`config.mk`:
```
export PLATFORM = sky130hd
export DESIGN_NAME = vga_timing_gen
export DESIGN_NICKNAME = d
export VERILOG_FILES = /design/src/rtl/vga_timing_gen.sv
export SDC_FILE = /design/constraint.sdc
export NUM_CORES = 1
export LEC_CHECK = 0
export CAP_MARGIN = 20
export CORE_MARGIN = 5
export CORE_UTILIZATION = 30
export CTS_CLUSTER_SIZE = 30
export DETAILED_ROUTE_END_ITERATION = 7
export HOLD_SLACK_MARGIN = 0.06
export SETUP_SLACK_MARGIN = 0.02
export SYNTH_ARGS = -nofsm -noshare
export SYNTH_HDL_FRONTEND = slang
export SYNTH_SLANG_ARGS = --single-unit
```
`constraint.sdc`:
```
create_clock -name clk -period 3.9 [get_ports clk]
set_input_delay 0.78 -clock clk [delete_from_list [all_inputs] [get_ports clk]]
set_output_delay 0.78 -clock clk [all_outputs]
set_load 0.02 [all_outputs]
```
`src/rtl/vga_timing_gen.sv`:
```
// ---------------------------------------------------------------------------------------------
// vga_timing_gen
//
// Parametrised VGA raster timing generator. A clock divider produces one pixel step every
// CLK_DIV system clocks. On each step the horizontal/vertical counters advance and every
// output is recomputed from the new position, so all outputs change on the same edge.
//
// Ports:
//   clk          system clock
//   rst          synchronous reset, active-high, has priority over en
//   en           run enable; low freezes divider, counters and frame counter
//   pix_ce       one-clock pulse per pixel step
//   x, y         current horizontal / vertical position
//   active       high inside the visible area
//   hsync, vsync sync outputs at H_POL / V_POL asserted level
//   line_start   pulse on the step where x becomes 0
//   frame_start  pulse on the step where (x,y) becomes (0,0)
//   frame_cnt    completed-frame index; reads 0 during the first frame after reset
//
// Every output comes straight from a flop, so there is no input-to-output combinational path.
// ---------------------------------------------------------------------------------------------
module vga_timing_gen #(
    parameter int unsigned H_ACTIVE = 640,
    parameter int unsigned H_FP     = 16,
    parameter int unsigned H_SYNC   = 96,
    parameter int unsigned H_BP     = 48,
    parameter int unsigned V_ACTIVE = 480,
    parameter int unsigned V_FP     = 10,
    parameter int unsigned V_SYNC   = 2,
    parameter int unsigned V_BP     = 33,
    parameter bit          H_POL    = 1'b0,
    parameter bit          V_POL    = 1'b0,
    parameter int unsigned CLK_DIV  = 4,
    parameter int unsigned COORD_W  = 10,
    parameter int unsigned FRAME_W  = 16
) (
    input  logic               clk,
    input  logic               rst,
    input  logic               en,
    output logic               pix_ce,
    output logic [COORD_W-1:0] x,
    output logic [COORD_W-1:0] y,
    output logic               active,
    output logic               hsync,
    output logic               vsync,
    output logic               line_start,
    output logic               frame_start,
    output logic [FRAME_W-1:0] frame_cnt
);

    // -----------------------------------------------------------------------------------------
    // Derived constants
    // -----------------------------------------------------------------------------------------
    localparam int unsigned H_TOTAL = H_ACTIVE + H_FP + H_SYNC + H_BP;
    localparam int unsigned V_TOTAL = V_ACTIVE + V_FP + V_SYNC + V_BP;

    // A divide-by-one still needs a 1-bit counter so the declarations stay legal.
    localparam int unsigned DIV_W = (CLK_DIV > 1) ? $clog2(CLK_DIV) : 1;

    localparam logic [DIV_W-1:0]   DIV_LAST = DIV_W'(CLK_DIV - 1);
    localparam logic [COORD_W-1:0] X_LAST   = COORD_W'(H_TOTAL - 1);
    localparam logic [COORD_W-1:0] Y_LAST   = COORD_W'(V_TOTAL - 1);

    // Region bounds are compared one bit wider than the coordinates: a sync pulse that ends
    // exactly at H_TOTAL (zero back porch) would otherwise not fit in COORD_W bits.
    localparam int unsigned        CW1      = COORD_W + 1;
    localparam logic [COORD_W:0]   H_ACT_E  = CW1'(H_ACTIVE);
    localparam logic [COORD_W:0]   H_SYN_B  = CW1'(H_ACTIVE + H_FP);
    localparam logic [COORD_W:0]   H_SYN_E  = CW1'(H_ACTIVE + H_FP + H_SYNC);
    localparam logic [COORD_W:0]   V_ACT_E  = CW1'(V_ACTIVE);
    localparam logic [COORD_W:0]   V_SYN_B  = CW1'(V_ACTIVE + V_FP);
    localparam logic [COORD_W:0]   V_SYN_E  = CW1'(V_ACTIVE + V_FP + V_SYNC);

    // -----------------------------------------------------------------------------------------
    // State
    // -----------------------------------------------------------------------------------------
    logic [DIV_W-1:0]   div_q,         div_d;
    logic [COORD_W-1:0] x_q,           x_d;
    logic [COORD_W-1:0] y_q,           y_d;
    logic               active_q,      active_d;
    logic               hsync_q,       hsync_d;
    logic               vsync_q,       vsync_d;
    logic               pix_ce_q,      pix_ce_d;
    logic               line_start_q,  line_start_d;
    logic               frame_start_q, frame_start_d;
    logic [FRAME_W-1:0] frame_cnt_q,   frame_cnt_d;

    logic step;
    logic x_wrap;
    logic in_h_act;
    logic in_v_act;
    logic in_h_sync;
    logic in_v_sync;

    // -----------------------------------------------------------------------------------------
    // Divider: a pixel step happens on the edge where the divider sits at its last count.
    // -----------------------------------------------------------------------------------------
    always_comb begin
        step  = en && (div_q == DIV_LAST);
        div_d = div_q;
        if (en) begin
            div_d = step ? '0 : div_q + DIV_W'(1);
        end
    end

    // -----------------------------------------------------------------------------------------
    // Raster counters
    // -----------------------------------------------------------------------------------------
    always_comb begin
        x_wrap = (x_q == X_LAST);
        x_d    = x_q;
        y_d    = y_q;
        if (step) begin
            x_d = x_wrap ? '0 : x_q + COORD_W'(1);
            if (x_wrap) begin
                y_d = (y_q == Y_LAST) ? '0 : y_q + COORD_W'(1);
            end
        end
    end

    // -----------------------------------------------------------------------------------------
    // Region decode on the next position, so the registered outputs line up with x/y.
    // y only moves on an x wrap, hence vsync can only change there as well.
    // -----------------------------------------------------------------------------------------
    always_comb begin
        in_h_act  = ({1'b0, x_d} < H_ACT_E);
        in_v_act  = ({1'b0, y_d} < V_ACT_E);
        in_h_sync = ({1'b0, x_d} >= H_SYN_B) && ({1'b0, x_d} < H_SYN_E);
        in_v_sync = ({1'b0, y_d} >= V_SYN_B) && ({1'b0, y_d} < V_SYN_E);
    end

    // -----------------------------------------------------------------------------------------
    // Output next-state: levels hold between steps, strobes are single-cycle.
    // -----------------------------------------------------------------------------------------
    always_comb begin
        active_d      = active_q;
        hsync_d       = hsync_q;
        vsync_d       = vsync_q;
        pix_ce_d      = 1'b0;
        line_start_d  = 1'b0;
        frame_start_d = 1'b0;
        frame_cnt_d   = frame_cnt_q;
        if (step) begin
            active_d      = in_h_act && in_v_act;
            hsync_d       = in_h_sync ? H_POL : ~H_POL;
            vsync_d       = in_v_sync ? V_POL : ~V_POL;
            pix_ce_d      = 1'b1;
            line_start_d  = (x_d == '0);
            frame_start_d = (x_d == '0) && (y_d == '0);
            // Reset leaves the counter at all ones so the first frame reads 0.
            if (frame_start_d) begin
                frame_cnt_d = frame_cnt_q + FRAME_W'(1);
            end
        end
    end

    // -----------------------------------------------------------------------------------------
    // Registers. Reset parks the raster on the last blanking pixel so the first step after
    // release lands on (0,0).
    // -----------------------------------------------------------------------------------------
    always_ff @(posedge clk) begin
        if (rst) begin
            div_q         <= '0;
            x_q           <= X_LAST;
            y_q           <= Y_LAST;
            active_q      <= 1'b0;
            hsync_q       <= ~H_POL;
            vsync_q       <= ~V_POL;
            pix_ce_q      <= 1'b0;
            line_start_q  <= 1'b0;
            frame_start_q <= 1'b0;
            frame_cnt_q   <= '1;
        end else begin
            div_q         <= div_d;
            x_q           <= x_d;
            y_q           <= y_d;
            active_q      <= active_d;
            hsync_q       <= hsync_d;
            vsync_q       <= vsync_d;
            pix_ce_q      <= pix_ce_d;
            line_start_q  <= line_start_d;
            frame_start_q <= frame_start_d;
            frame_cnt_q   <= frame_cnt_d;
        end
    end

    assign pix_ce      = pix_ce_q;
    assign x           = x_q;
    assign y           = y_q;
    assign active      = active_q;
    assign hsync       = hsync_q;
    assign vsync       = vsync_q;
    assign line_start  = line_start_q;
    assign frame_start = frame_start_q;
    assign frame_cnt   = frame_cnt_q;

endmodule

```
==> Word-level counts from Yosys, hierarchy flattened <==
Index checks and enable logic that the tools add are counted.
Widths: inputs -> output; s select.
{ "totals": {"reg_bits": 44, "inputBits": 3, "output_inout_bits": 42, "word_cells": 42} }
{ "op_classes": {"reduce_logical": 9, "eq_ne": 3, "bitwise_logic": 1, "mux": 9, "order_cmp": 6, "addsub": 4} }
{ "op_table": {"columns": ["operator", "n"], "rows": [
  ["$mux 10", 5],
  ["$add 10x1->10 const B", 2],
  ["$eq 10x10->1 const B", 2],
  ["$logic_not 10->1", 2],
  ["$lt 10x10->1 const B", 2],
  ["$lt 10x9->1 const B", 2],
  ["$add 16x1->16 const B", 1],
  ["$ge 10x10->1 const B", 1],
  ["$ge 10x9->1 const B", 1],
  ["$logic_and 1x1->1", 5],
  ["$mux 1", 3],
  ["$add 2x1->2 const B", 1],
  ["$eq 2x2->1 const B", 1],
  ["$mux 2", 1],
  ["$reduce_and 2->1", 1],
  ["$reduce_or 2->1", 1],
  ["$not 1->1", 1]
]} }

==> Logic depth before layout (Yosys ltp) <==
Gate-level depths: netlist of run 1.
{ "depth": {"word_depth": 7, "ltp_mapped": 10, "ltp_nobuf": 9} }

==> Least setup slack after synthesis of run 1 <==
OpenSTA, ideal clock, no wires.
{ "synth_path": {"path_kind": "reg-to-reg", "start": "reg x_q[5] (netlist: x[5])", "end": "reg frame_cnt_q[2] (netlist: frame_cnt[2])", "setup_slack_ps": 945, "path_buffers": 3, "setup_ps": 127, "synth_period_minus_slack_ps": 2955, "arrival_ps": 2828, "stages_incl_launch_ff": 10, "required_time_ps": 3773, "cell_sequence": "dfxtp_1 > buf_6 > or4b_1 > buf_2 > or4_1 > buf_2 > a221oi_4 > o211ai_4 > o31a_1 > or3_1"} }
{ "synth_via": {"elab_chain_cells": 6, "word_cells_on_any_way": 10, "classes_between": "1 x add/sub; 1 x eq/ne; 4 x mux; 4 x reduce/logical"} }
{ "synth_rtl": {"columns": ["element", "line_no", "source"], "rows": [
  ["from (decl)", "78", "logic [COORD_W-1:0] x_q, x_d;"],
  ["from (signal assigned)", "164", "x_q <= X_LAST;"],
  ["from (signal assigned)", "175", "x_q <= x_d;"],
  ["$add 10x1->10 / $eq 10x10->1 (equally long branches)", "114, 110", null],
  ["$mux 10 (on tied branches)", "114, 115", null],
  ["$mux 10", "113", "if (step) begin"],
  ["$logic_not 10->1", "149", "frame_start_d = (x_d == '0) && (y_d == '0);"],
  ["$logic_and 1x1->1 (*)", "149", null],
  ["$reduce_and 2->1 (no source line) (*)", null, null],
  ["to (signal assigned)", "183", "frame_cnt_q <= frame_cnt_d;"],
  ["to (decl)", "86", "logic [FRAME_W-1:0] frame_cnt_q, frame_cnt_d;"]
]} }
Mark *: on every way between the ends. The rest lies on a longest branch, timed or not.
A chain may end at the register's enable or synchronous reset.

==> Worst setup path after layout of run 1 <==
{ "layout_path": {"start": "in en", "end": "reg frame_cnt_q[12] (netlist: frame_cnt[12])"} }
{ "layout_via": {"elab_chain_cells": 5, "word_cells_on_any_way": 7, "classes_between": "2 x mux; 5 x reduce/logical"} }
{ "layout_rtl": {"columns": ["element", "line_no", "source"], "rows": [
  ["from (decl)", "39", "input logic en,"],
  ["$logic_and 1x1->1 (*)", "99", "step = en && (div_q == DIV_LAST);"],
  ["$mux 10", "113", null],
  ["$logic_not 10->1", "149", null],
  ["$logic_and 1x1->1", "149", null],
  ["$reduce_and 2->1 (no source line) (*)", null, null]
]} }
Marks and branches as above.

==> out/metrics.csv, run 1 <==
stage;metric;value;unit
placement;Area after DPL;3240;um^2
power_and_ir_drop;Max IR drop VDD;109;uV
drt;1st-iter DRT viols;90;
floorplan;Core Rows;34;
logic_synthesis;#FFs+latches synth;44;
drt;via/cell ratio;5.23;
drt;final wirelength;6.83;mm
cells_and_area;Layout Nets;379;
drt;# DRC;0;
power_and_ir_drop;Cell Pwr Density;248;nW/um^2
floorplan;Die H;105;um
grt;met2 Use GR;0.200;
flow_run;max_cap viols;0;
power_and_ir_drop;Comb pwr share;0.077;
floorplan;Starting Density;0.308;
grt;vias in the first global route;2292;
clocking;Hold-fix buffers, CTS;0;
placement;Final GP Congestion;0.823;
logic_synthesis;asr flop ratio synth;0;
placement;# port buffers;44;
clocking;H-tree Lvls;2;
grt;GR Overflow Total;0;
floorplan;total I/O pin count;45;
critical_path;CP max FO;17;
clocking;maximum clock path buffer count;2;
cells_and_area;diodes inserted;0;
timing;minimum clock period;3.44;ns
clocking;TritonCTS clock tree;done;
critical_path;Worst setup endpoint;frame_cnt[12];
cells_and_area;Storage cell area;881;um^2
cells_and_area;Util after Layout;0.382;
cells_and_area;fin area;3330;um^2
drt;DR vias;2510;
logic_synthesis;synthesized area per cell;8.14;um^2
logic_synthesis;cell with the most instances after synthesis;dfxtp_1;
timing;fin worst setup slack;0.464;ns
floorplan;Die W;105;um
critical_path;Critical Path AT;3.66;ns
placement;DP Wirelength;5.04;mm
cells_and_area;Area growth, synth to finish;24.0;%
grt;Most Used Layer, Global Route;met2;
critical_path;Worst setup SP type;input port;
power_and_ir_drop;P_sw;0.204;mW
timing;endpoints failing setup;0;
logic_synthesis;count of unique library cells instantiated by Yosys;56;
critical_path;FF-to-FF End;frame_cnt[12];
cells_and_area;Multi-input gate area;1680;um^2
critical_path;crit path launch;en;
power_and_ir_drop;total power;0.825;mW
clocking;Clock Pin Slew Worst Setup and Hold Paths;0.08;ns
logic_synthesis;post-synth top area share;0.328;
grt;number of antenna violations at the first check in global routing;0;
logic_synthesis;top post-synthesis cells by area;dfxtp_1, mux2i_1, nor2_1;
clocking;CTS Buf Count;5;
clocking;Sink Count;44;
power_and_ir_drop;switch share;0.247;
status;status;complete, no violations;
placement;dpl ws;0.173;ns
floorplan;core area;8720;um^2
critical_path;Crit Path Class;input port to flip-flop;
clocking;CTS root buffer;clkbuf_8;
grt;M1 GR Usage;0.175;
timing;Fin Setup TNS;0;ns
logic_synthesis;Netlist Area Pre-Place;2690;um^2
logic_synthesis;most frequent cells after synthesis;dfxtp_1, nor2_1, nand2_1;
grt;GRT Overall Usage;0.125;
power_and_ir_drop;Leakage Power;1.18;nW
power_and_ir_drop;Clk pwr share;0.365;
drt;post-route ant nets;0;
critical_path;R2R cell count;8;
clocking;post-CTS sizing;0;
cells_and_area;final std cells w/o fill;480;
logic_synthesis;Post-synth EDFFs;0;
timing;final hold violation count;0;
clocking;Post-CTS Setup Bufs;0;
logic_synthesis;cells after synthesis;330;
drt;DRT Pass-1 Iters;5;
critical_path;register-to-register path setup slack;0.64;ns
timing;Fmax;0.291;GHz
grt;grt met3 use;0.0271;
timing;fin. max-slew vios;0;
floorplan;Die Area;10900;um^2
timing;Worst slew margin;0.367;
cells_and_area;share of layout cells above drive strength 1;0.0860;
timing;worst-margin pin slew;0.949;ns
power_and_ir_drop;sequential share of power;0.557;
placement;DP Cell Count;472;
grt;first-pass GRT wire length;11.7;mm
logic_synthesis;Syn Nets;338;
clocking;clk_lat worst skew;0.30;ns
logic_synthesis;Top FF cell, synth;dfxtp_1;
timing;unrepaired setup endpoints after global routing;no;
timing;final worst path period share;0.881;
critical_path;WP data required;4.13;ns
logic_synthesis;post-synthesis sequential area ratio;0.328;
logic_synthesis;area leader, netlist;dfxtp_1;
timing;clock skew;0.00900;ns
drt;Wirelength per Cell;14.2;um
timing;Min Hold Slack;0.465;ns
critical_path;crit end category;flip-flop;
power_and_ir_drop;internal power;0.621;mW
critical_path;worst r2r src;x[6];
hold_path;HP Class;flip-flop to flip-flop;
grt;largest net degree at the start of global routing;58;
logic_synthesis;YS warnings;0;
cells_and_area;Filler Cell Count;868;
==> critical path, cell delays in order <==
cell             delay, ns
clkdlybuf4s50_1       0.59
nand4_1               0.27
nor4_1                0.42
buf_4                 0.23
nand2_1               0.07
a221oi_2              0.38
o211ai_4              0.24
nor4_1                0.46
mux2i_1               0.22
==> metal layers <==
layer	wire length, um	part of all wire	vias up
li1	-	-	1274
met4	55	0.0081	0
met3	322	0.047	5
met5	0	0	-
met2	3140	0.46	50
met1	3300	0.48	1181
==> layout make-up <==
class,count,share of cell area
clock buffers,6,0.0248
clock inverters,2,0.00300
inverters,7,0.00789
multi-input cells,258,0.504
flip-flops and latches,44,0.264
well taps,108,0.0406
repair buffers,55,0.155
==> worst min-delay path by stage <==
stage                   from  endpoint  slack [ns]  cells past startpoint
floorplan           div_q[1]  div_q[1]        0.46                      2
global placement      active    active        0.46                      2
detailed placement    active    active        0.46                      2
CTS                   active    active        0.48                      2
global route          active    active        0.50                      2
finish                active    active        0.47                      2
==> state kept, by name, summed over array words and instances (netlist names) <==
| signal | cells |
|---|---|
| line_start | 1 |
| hsync | 1 |
| div_q | 2 |
| frame_cnt | 16 |
| vsync | 1 |
| active | 1 |
| frame_start | 1 |
| x | 10 |
| y | 10 |
| pix_ce | 1 |
==> power by group through the flow <==
stage                     combinational [mW]  sequential [mW]  clock [mW]
final                                 0.0638            0.459       0.301
after global routing                  0.0714            0.461       0.327
after detailed placement              0.0638            0.470           0
after floorplan                       0.0448            0.470           0
after global placement                0.0629            0.470           0
after CTS                             0.0641            0.460       0.312
==> kinds of logic after synthesis <==
kind of cell               after synthesis  synth area share
DFF                                     44             0.328
xor gates and xnor gates                15            0.0489
muxes                                   19            0.0713
and+or+nand+nor                        168             0.333
AOI/OAI and AO/OA                       51             0.149
adders and majority gates                5            0.0233
buffers and inverters                   28            0.0470
==> cell usage in the layout, fill, tap and decap left out, types with 4 or more instances in the layout <==
cell,instances
a21oi_1,10
and3_1,6
buf_4,11
clkbuf_8,6
clkdlybuf4s50_1,43
dfxtp_1,44
ha_1,5
inv_1,7
mux2i_1,18
nand2_1,29
nand3_1,12
nand4_1,9
nor2_1,42
nor2b_1,14
nor3_1,21
nor4_1,8
o21ai_0,8
or2_2,4
or3_1,4
xnor2_1,10
xor2_1,5
Power figures use the tool's default switching activity.
==> run 2: changes to the inputs <==
- SLEW_MARGIN: default -> 20
==> results of run 2 <==
Final layout, timing and power as in run 1 (identical DEF).
==> run 3: changes to the inputs <==
- SETUP_SLACK_MARGIN: 0.02 -> 0.4
==> run 3 against run 2 <==
Clock power about the same; fmax is 2.2% higher; global-route usage did not move; clock skew up 0.0015 ns; cell area up 0.90%; sequential cell count stayed put; core utilization increased by 0.34 points; routed wire length grew 0.42%; register-to-register slack improved by 0.14 ns; combinational power up 1%; non-clock buffer count is the same.
==> out/metrics.csv, run 3 (synthesis results as in run 1) <==
stage;metric;value;unit;change
cells_and_area;Filler Cell Count;868;;unchanged
clocking;Clock Pin Slew Worst Setup and Hold Paths;0.09;ns;about the same
cells_and_area;diodes inserted;0;;unchanged
power_and_ir_drop;Leakage Power;1.18;nW;+0.48%
floorplan;Die W;105;um;unchanged
clocking;H-tree Lvls;2;;unchanged
drt;# DRC;0;;unchanged
clocking;TritonCTS clock tree;done;;
clocking;CTS root buffer;clkbuf_8;;
power_and_ir_drop;Cell Pwr Density;246;nW/um^2;-0.77%
floorplan;total I/O pin count;45;;unchanged
cells_and_area;Layout Nets;379;;unchanged
clocking;maximum clock path buffer count;2;;unchanged
floorplan;Die Area;10900;um^2;unchanged
status;status;complete, no violations;;
placement;Area after DPL;3240;um^2;unchanged
floorplan;Starting Density;0.308;;unchanged
critical_path;crit end category;flip-flop;;
critical_path;Crit Path Class;input port to flip-flop;;
timing;clock skew;0.0105;ns;+0.00147 ns
grt;vias in the first global route;2292;;unchanged
placement;DP Wirelength;5.04;mm;unchanged
timing;Worst slew margin;0.367;;about the same
critical_path;CP max FO;17;;unchanged
drt;via/cell ratio;5.22;;-0.12%
cells_and_area;commonest cells after routing, fill and taps aside;dfxtp_1, clkdlybuf4s50_1, nor2_1;;
timing;Fmax;0.298;GHz;+2.2%
timing;fin worst setup slack;0.539;ns;+0.0755 ns
drt;post-route ant nets;0;;unchanged
drt;DRT Pass-1 Iters;4;;-1
floorplan;Core Rows;34;;unchanged
drt;Wirelength per Cell;14.3;um;+0.42%
power_and_ir_drop;total power;0.826;mW;+0.12%
drt;DR vias;2507;;-0.12%
grt;largest net degree at the start of global routing;58;;unchanged
timing;minimum clock period;3.36;ns;-0.0755 ns
grt;number of antenna violations at the first check in global routing;0;;unchanged
placement;dpl ws;0.173;ns;unchanged
cells_and_area;most common cell after layout, fill and taps aside;dfxtp_1;;
grt;first-pass GRT wire length;11.7;mm;unchanged
timing;final worst path period share;0.862;;-0.0194
timing;final hold violation count;0;;unchanged
hold_path;HP Class;flip-flop to flip-flop;;
floorplan;core area;8720;um^2;unchanged
clocking;CTS Buf Count;5;;unchanged
critical_path;R2R cell count;8;;unchanged
cells_and_area;fin area;3360;um^2;+0.90%
cells_and_area;Storage cell area;881;um^2;unchanged
floorplan;Die H;105;um;unchanged
drt;1st-iter DRT viols;82;;-8.9%
flow_run;max_cap viols;0;;unchanged
cells_and_area;share of layout cells above drive strength 1;0.0941;;+0.00806
critical_path;Worst setup SP type;input port;;
timing;Fin Setup TNS;0;ns;unchanged
timing;endpoints failing setup;0;;unchanged
grt;GRT Overall Usage;0.125;;unchanged
cells_and_area;Multi-input gate area;1710;um^2;+1.8%
critical_path;Critical Path AT;3.55;ns;-0.11 ns
critical_path;WP data required;4.09;ns;-0.04 ns
hold_path;Hold Path Stages;2;;unchanged
clocking;Post-CTS Setup Bufs;0;;unchanged
timing;fin. max-slew vios;0;;unchanged
clocking;clk_lat worst skew;0.30;ns;about the same
cells_and_area;Area growth, synth to finish;25.2;%;
clocking;Sink Count;44;;unchanged
timing;unrepaired setup endpoints after global routing;no;;
placement;Final GP Congestion;0.823;;unchanged
drt;final wirelength;6.86;mm;+0.42%
grt;GR Overflow Total;0;;unchanged
timing;Min Hold Slack;0.466;ns;+0.000499 ns
cells_and_area;max FFs per register;16;;unchanged
timing;worst-margin pin slew;0.950;ns;+0.000208 ns
power_and_ir_drop;Max IR drop VDD;124;uV;+14%
placement;# port buffers;44;;unchanged
-- run 3: worst paths after layout --
path	start	endpoint	slack, ns
worst max-delay path	en	frame_cnt[2]	0.54
worst max register to register	x[6]	frame_cnt[2]	0.78
worst min register to register	active	active	0.47
worst min-delay path	active	active	0.47
-- run 3: layout make-up --
type / count / area share
Clock buffer: 6 / 0.0246
Clock inverter: 2 / 0.00298
Inverter: 7 / 0.00782
Multi-Input combinational cell: 258 / 0.508
Sequential cell: 44 / 0.262
Tap cell: 108 / 0.0402
Timing Repair Buffer: 55 / 0.154
-- run 3: what timing repair did --
| action | CTS | global route |
|---|---|---|
| resized for setup | 0 | 4 |
| setup endpoints to repair | 0 | 10 |
| hold buffers | 0 | 0 |
| hold endpoints to repair | 0 | 0 |
-- run 3: critical path, stage by stage --
cell and delay [ns]:
clkdlybuf4s50_1 0.59, nand4_1 0.26, buf_4 0.23, or4_1 0.47, a221oi_4 0.34, o211ai_4 0.24
o31a_1 0.33, or3_1 0.29
-- run 3: stage by stage --
| step | cells | util |
|---|---|---|
| after floorplan | 330 | - |
| after global placement | 472 | 0.371 |
| after detailed placement | 472 | 0.371 |
| after CTS | 480 | 0.382 |
| after global routing | 480 | 0.386 |
| final | 480 | 0.386 |
-- run 3: per-layer routing --
| metal | GRT usage | part of all wire | up-vias |
|---|---|---|---|
| li1 | - | - | 1277 |
| met1 | 0.175 | 0.48 | 1174 |
| met2 | 0.200 | 0.46 | 49 |
| met3 | 0.0271 | 0.047 | 7 |
| met4 | 0.0274 | 0.011 | 0 |
| met5 | 0 | 0 | - |
-- run 3: where the power goes --
part / internal (mW) / switching (mW)
clock: 0.142 / 0.160
sequential: 0.453 / 0.00634
combinational: 0.0262 / 0.0384
